<file path="config.mk">
export PLATFORM = sky130hd
export DESIGN_NAME = instruction_loader
export DESIGN_NICKNAME = d
export VERILOG_FILES = /design/src/rtl/instruction_loader.sv
export SDC_FILE = /design/constraint.sdc
export NUM_CORES = 1
export LEC_CHECK = 0
export ABC_AREA = 1
export BUFFER_PORTS_ARGS = -buffer_cell sky130_fd_sc_hd__buf_2
export CAP_MARGIN = 25
export CORE_UTILIZATION = 40
export CTS_BUF_LIST = sky130_fd_sc_hd__clkbuf_4 sky130_fd_sc_hd__clkbuf_8 sky130_fd_sc_hd__clkbuf_16
export CTS_CLUSTER_DIAMETER = 50
export DETAILED_ROUTE_END_ITERATION = 10
export SLEW_MARGIN = 40
export SYNTH_ARGS = -nofsm -noshare
export SYNTH_HDL_FRONTEND = slang
export SYNTH_SLANG_ARGS = --single-unit
</file>
<file path="constraint.sdc">
create_clock -name i_clk -period 1.7 [get_ports i_clk]
set_input_delay 0 -clock i_clk [delete_from_list [all_inputs] [get_ports i_clk]]
set_output_delay 0 -clock i_clk [all_outputs]
set_load 0.1 [all_outputs]
</file>
<file path="src/rtl/instruction_loader.sv">
// Packs a byte stream into 32-bit big-endian instructions and writes them to
// consecutive word addresses of the instruction memory, holding the pipeline halted meanwhile.
module instruction_loader #(
  parameter int unsigned         NB_DATA   = 32,
  parameter int unsigned         NB_ADDR   = 32,
  parameter int unsigned         MEM_WORDS = 256,
  parameter logic [NB_DATA-1:0]  END_WORD  = 32'hFFFF_FFFF
) (
  input  logic               i_clk,
  input  logic               i_reset,
  input  logic               i_start,
  input  logic [7:0]         i_rx_data,
  input  logic               i_rx_valid,
  output logic               o_write_instruction,
  output logic [NB_DATA-1:0] o_instruction,
  output logic [NB_ADDR-1:0] o_address,
  output logic               o_halt,
  output logic               o_busy,
  output logic               o_done,
  output logic               o_full
);

  localparam int unsigned        IDX_W    = (MEM_WORDS > 1) ? $clog2(MEM_WORDS) : 1;
  localparam logic [IDX_W-1:0]   LAST_IDX = IDX_W'(MEM_WORDS - 1);

  typedef enum logic [1:0] {IDLE, LOAD, DONE} state_t;

  state_t             state;
  logic [1:0]         byte_cnt;
  logic [IDX_W-1:0]   index;
  logic [NB_DATA-9:0] shift;
  logic [NB_DATA-1:0] word_c;

  // Word as it would look with the current byte appended (big-endian fill).
  always_comb begin
    word_c = {shift, i_rx_data};
  end

  always_ff @(posedge i_clk or negedge i_reset) begin
    if (!i_reset) begin
      state               <= IDLE;
      byte_cnt            <= 2'd0;
      index               <= '0;
      shift               <= '0;
      o_write_instruction <= 1'b0;
      o_instruction       <= '0;
      o_address           <= '0;
      o_halt              <= 1'b0;
      o_busy              <= 1'b0;
      o_done              <= 1'b0;
      o_full              <= 1'b0;
    end else begin
      o_write_instruction <= 1'b0;
      case (state)
        IDLE, DONE: begin
          if (i_start) begin
            state    <= LOAD;
            o_halt   <= 1'b1;
            o_busy   <= 1'b1;
            o_done   <= 1'b0;
            o_full   <= 1'b0;
            index    <= '0;
            byte_cnt <= 2'd0;
            shift    <= '0;
          end
        end
        LOAD: begin
          if (i_rx_valid) begin
            shift    <= word_c[NB_DATA-9:0];
            byte_cnt <= byte_cnt + 2'd1;
            if (byte_cnt == 2'd3) begin
              o_instruction       <= word_c;
              o_address           <= NB_ADDR'({index, 2'b00});
              o_write_instruction <= 1'b1;
              index               <= index + IDX_W'(1);
              // End marker wins over full so a marker in the last slot is not flagged.
              if (word_c == END_WORD || index == LAST_IDX) begin
                state  <= DONE;
                o_halt <= 1'b0;
                o_busy <= 1'b0;
                o_done <= 1'b1;
                o_full <= (word_c != END_WORD);
              end
            end
          end
        end
        default: state <= IDLE;
      endcase
    end
  end

endmodule
</file>
## Yosys cells after proc, flatten, opt, wreduce, memory -nomap -nowiden

Cells that the tools add are included.
Widths: inputs -> output; s select.

- Output and inout port bits: 69
- Input bits: 12
- Register bits after elaboration: 80
- Word-level logic and storage cells: 63

- Mux-type cells: 32
- Equal/unequal tests: 10
- Reductions and logical operators: 9
- Add/sub/neg operators: 2

Operator list:

| operator | number |
|---|---|
| $mux 24 | 2 |
| $pmux 24 s2 | 1 |
| $eq 32x32->1 const B | 1 |
| $ne 32x32->1 const B | 1 |
| $mux 8 | 3 |
| $pmux 8 s2 | 1 |
| $mux 1 | 14 |
| $mux 2 | 6 |
| $add 8x1->8 const B | 1 |
| $eq 8x8->1 const B | 1 |
| $ne 2x2->1 const B | 4 |
| $pmux 2 s2 | 2 |
| $reduce_and 4->1 | 2 |
| $pmux 1 s2 | 3 |
| $reduce_and 3->1 | 2 |
| $reduce_and 5->1 | 1 |
| $eq 2x2->1 const B | 2 |
| $add 2x1->2 const B | 1 |
| $eq 2x1->1 const B | 1 |
| $logic_not 2->1 | 1 |
| $reduce_bool 2->1 | 1 |
| $reduce_or 2->1 | 1 |
| $logic_or 1x1->1 | 1 |

## Logic depth before layout (Yosys ltp)

- Word-level depth: 6
- Depth in mapped cells: 10
- Mapped depth without buffers: 10

## Worst setup path before layout

OpenSTA, ideal clock, no wires.

- Path kind: reg2reg
- From: register byte_cnt[0]
- To: register o_instruction[10]
- Data required time: 1.570 ns
- Cell stages (with the launch flop): 9
- Arrival time: 1.294 ns
- Buffers on the path: 2
- Setup time: 0.130 ns
- Period minus slack after synthesis: 1.425 ns
- Setup slack: 0.275 ns
- Cell sequence: dfrtp_1 ha_1 nand2_1 nor2_8 inv_2 buf_6 buf_6 nand2_1 o21ai_1

- Longest elaborated chain between the ends: 2

RTL lines:

| element | RTL line | RTL |
|---|---|---|
| from (decl) | 29 | `logic [1:0] byte_cnt;` |
| from (signal assigned) | 70 | `byte_cnt <= byte_cnt + 2'd1;` |
| $eq 2x2->1 | 71 | `if (byte_cnt == 2'd3) begin` |
| $reduce_and 3->1 (no source line) | n/a |  |
| to (signal assigned) | 72 | `o_instruction <= word_c;` |
| to (decl) | 15 | `output logic [NB_DATA-1:0] o_instruction,` |

No other way between the ends.
A chain may end at the register's enable or synchronous reset.

## Worst setup path in the final report

- From: register byte_cnt[0]
- To: register o_instruction[29]

The elaborated chain is that of the path after synthesis.

==> parameters.txt <==
Parameter                              Value

Synth
  Sequential share of the synthesized area ... 56.7%
  Warnings from Yosys ... 0
  Flip-flop and latch count after synthesis ... 80
  Cell variety after synth ... 28
  Share of flip-flops with an asynchronous set or reset ... 100%
  Predominant post-synthesis flop cell ... sky130_fd_sc_hd__dfrtp_1
  Mean area per synthesized cell ... 9.27 sq um
  Synthesized netlist cell count ... 381
  Most frequent cell after synthesis ... sky130_fd_sc_hd__nand2_1
  Leading cell types by total area after synthesis ... sky130_fd_sc_hd__dfrtp_1 57%, sky130_fd_sc_hd__nand2_1 10%, sky130_fd_sc_hd__buf_4 5.3%
  Area leader, netlist ... sky130_fd_sc_hd__dfrtp_1
  Fraction of post-synthesis cell area in the top cell type by area ... approximately 57%
  Combined area of all synthesized cells ... 3530 sq um
  Number of flops mapped to enable cells by yosys ... 0
  Top cells by instance count after synthesis ... 97 x sky130_fd_sc_hd__nand2_1, 80 x sky130_fd_sc_hd__dfrtp_1, 40 x sky130_fd_sc_hd__inv_1

Global route
  Pin count of the biggest net entering global routing ... 42
  Highest-utilization routing layer at the global route stage ... met2
  Aggregate global-route resource usage ... 17.0%
  Routing usage on met1 ... 23.3%
  Met3 track utilization from global routing ... 3.79%
  Met2 Track Usage GR ... between 20% and 30%
  Grt total ovfl ... 0
  Initial antenna violation count ... 0
  Wire length of the first global-routing pass ... 11700 um
  Via count of the first global-routing pass ... 2507

STA
  Number of pins exceeding their max-slew limit in the final report ... 0
  Minimum period implied by the final worst setup slack ... about 1500 ps
  Setup total negative slack ... 0 ps
  Final hold violation count ... 0
  Worst rel slew slack ... 64.5%
  Final clock skew ... 8.39 ps
  Worst Tran Pin Value ... 533 ps
  Period utilisation layout ... 88.8%
  Upper clock frequency limit ... 663 MHz
  Unrepaired setup endpoints after global routing ... no
  Minimum setup slack in the final design ... approximately 190 ps
  Final setup violation count ... 0

Drt
  Antenna-violating nets left ... 0
  Total number of vias ... about 2.6k
  Number of search-and-repair iterations in the first detailed-routing pass ... 4
  Iteration-0 DRC Markers ... 107
  Vias per inst ... 4.56
  Final WL ... 6830 um
  Wire per inst ... 12.1 um
  DRC violations left ... 0

Finish
  Post-synthesis to final-layout area growth ... 19.5%
  Fill cell count ... 813
  Fraction of final layout cells with drive strength greater than 1 ... a little over a fifth
  Final core utilization ... 50.4%
  Antenna diode instance count ... 0
  Number of nets in the final layout ... 466
  Non-Filler Cell Area, Final ... roughly 4200 sq um

Clock network
  Clock root buffer master ... sky130_fd_sc_hd__clkbuf_8
  Maximum count of clock buffers along a single path ... 2
  Clock transition time at the flip-flop clock pins of the worst setup and hold paths ... roughly 80 ps
  Hold buffers post-CTS ... 11
  Number of buffers added by the clock tree synthesis step ... 9
  Source-to-sink clock delay at the later pin of the worst-skew pair ... 350 ps
  Number of buffers added for setup after CTS ... 0
  Number of instances resized during post-cts repair ... 0
  Number of clock sinks ... 80
  Clock tree from TritonCTS ... done
  Total number of H-tree levels ... 3

Worst hold path
  Worst hold path class ... in -> async

Status
  Result of the run ... completed

Placement
  Count of port buffers added during placement ... 56
  Global placer's final weighted congestion ... 0.817
  Post-detailed-placement half-perimeter wirelength ... 4840 um
  Post-placement cell area ... around 3900 sq um
  Post-Place Worst Slack ... roughly 210 ps

Critical path
  Slowest library cell on the worst path ... sky130_fd_sc_hd__dfrtp_1
  Worst reg2reg endpoint ... o_instruction[29]
  Critical path class ... reg -> reg
  CP max FO ... 37
  Largest incremental delay on the critical path ... 390 ps
  Number of cells on the worst reg-to-reg path ... 6
  WP data arrival ... 1770 ps
  CP endpoint kind ... flip-flop
  Cells along the critical path ... ha_1 -> nand2_1 -> nor2_8 -> inv_2 -> buf_12 -> o21ai_0
  Critical path required time ... around 2000 ps
  Source of the worst register-to-register timing path ... byte_cnt[0]
  Setup slack, reg-to-reg ... approximately 190 ps
  Launching element type of the critical path ... flip-flop

Floorplan
  Starting density of the core ... around 42%
  I/O pin total ... 81
  Chip Height ... 96.0 um
  Placeable core region ... 8380 sq um
  Die area ... 9210 sq um
  Overall die width ... 96.0 um
  Cell Rows ... 33

Flow run
  Max-capacitance violation count ... 0
layout by cell type (no fill, tap or decap):
master                          netlist  final
sky130_fd_sc_hd__clkinv_4             0      1
sky130_fd_sc_hd__inv_6                0      1
sky130_fd_sc_hd__buf_12               0      3
sky130_fd_sc_hd__nand2_4              2      2
sky130_fd_sc_hd__a21oi_1              3      3
sky130_fd_sc_hd__nand2_1             97     97
sky130_fd_sc_hd__ha_1                 2      2
sky130_fd_sc_hd__o21ai_2              7      7
sky130_fd_sc_hd__o21ai_1             13     13
sky130_fd_sc_hd__o21ai_4              1      1
sky130_fd_sc_hd__clkbuf_8             0     10
sky130_fd_sc_hd__nor2_2               1      1
sky130_fd_sc_hd__mux2i_1              1      1
sky130_fd_sc_hd__buf_2                4     55
sky130_fd_sc_hd__buf_4               25      6
sky130_fd_sc_hd__clkinvlp_4           0      1
sky130_fd_sc_hd__nand3_1             19     19
sky130_fd_sc_hd__nand3b_1             1      1
sky130_fd_sc_hd__conb_1               1     24
sky130_fd_sc_hd__bufinv_16            0      3
sky130_fd_sc_hd__o22ai_1             14     14
sky130_fd_sc_hd__inv_2                3      3
sky130_fd_sc_hd__inv_4                1      1
sky130_fd_sc_hd__inv_1               40     40
sky130_fd_sc_hd__o31ai_1              2      2
sky130_fd_sc_hd__nor2_1              17     17
sky130_fd_sc_hd__o21ai_0             31     31
sky130_fd_sc_hd__dfrtp_1             80     80
sky130_fd_sc_hd__dlygate4sd3_1        0     11
sky130_fd_sc_hd__xor2_1               2      2
sky130_fd_sc_hd__nor2_8               2      2
sky130_fd_sc_hd__nand4_1              3      3
critical path: cells and delay by family, from the launching register on:
family / cells / cell delay [ps]
AOI/OAI and AO/OA: 1 / 180
adders and majority gates: 1 / 230
buffers and inverters: 2 / 250
DFF: 1 / 390
and+or+nand+nor: 2 / 350
cell families (layout without fill, tap and decap cells):
family,count (synthesis),count (layout),share of synthesized area [%]
AO/OA/AOI/OAI,71,71,11.8
XOR/XNOR,2,2,0.496
flip-flops,80,80,56.7
buffers and inverters,82,135,12.4
other,1,24,0.106
multiplexers,1,1,0.283
AND/OR/NAND/NOR,142,142,17.5
adder cells (fa/ha/maj),2,2,0.709
layer usage:
metal / part of all wire [%] / up-vias
met5: 0 / -
met4: 1.5 / 0
met3: 3.2 / 9
met2: 46 / 59
met1: 49 / 1183
li1: - / 1314
through the flow:
step | cells | hold slack, ps
floorplan | 404 | -296
global placement | 535 | 16.5
detailed placement | 535 | 15.4
CTS | 562 | 158
global route | 562 | 208
finish | 562 | 162
worst max-delay path by stage:
| stage | start | endpoint | slack, ps | depth (start not counted) |
|---|---|---|---|---|
| 5_1_grt | index[1] | o_busy | 30 | 8 |
| 3_3_place_gp | byte_cnt[0] | o_instruction[18] | 250 | 7 |
| 6_report | byte_cnt[0] | o_instruction[29] | 190 | 6 |
| 3_5_place_dp | byte_cnt[0] | o_instruction[26] | 210 | 7 |
| 2_1_floorplan | byte_cnt[0] | o_instruction[10] | 280 | 8 |
| 4_1_cts | byte_cnt[0] | o_instruction[29] | 180 | 6 |
registers in the layout (all words and copies together), names as in the netlist:
register / count
byte_cnt: 2
index: 8
o_address: 8
o_busy: 1
o_done: 1
o_full: 1
o_instruction: 32
o_write_instruction: 1
shift: 24
state: 2
area by class of cell:
class                   instances  area (sq um)  share of cell area, %
well taps                     105           131                   3.11
repair buffers                 75           490                   11.6
inverters                      44           168                   3.97
multi-input cells             242          1180                   27.9
clock inverters                 6           115                   2.73
flip-flops and latches         80          2000                   47.4
clock buffers                  10           138                   3.26
Power is left out: the tool's default activity adds up to more than one toggle a clock period on the data nets, which glitch-free logic cannot reach.
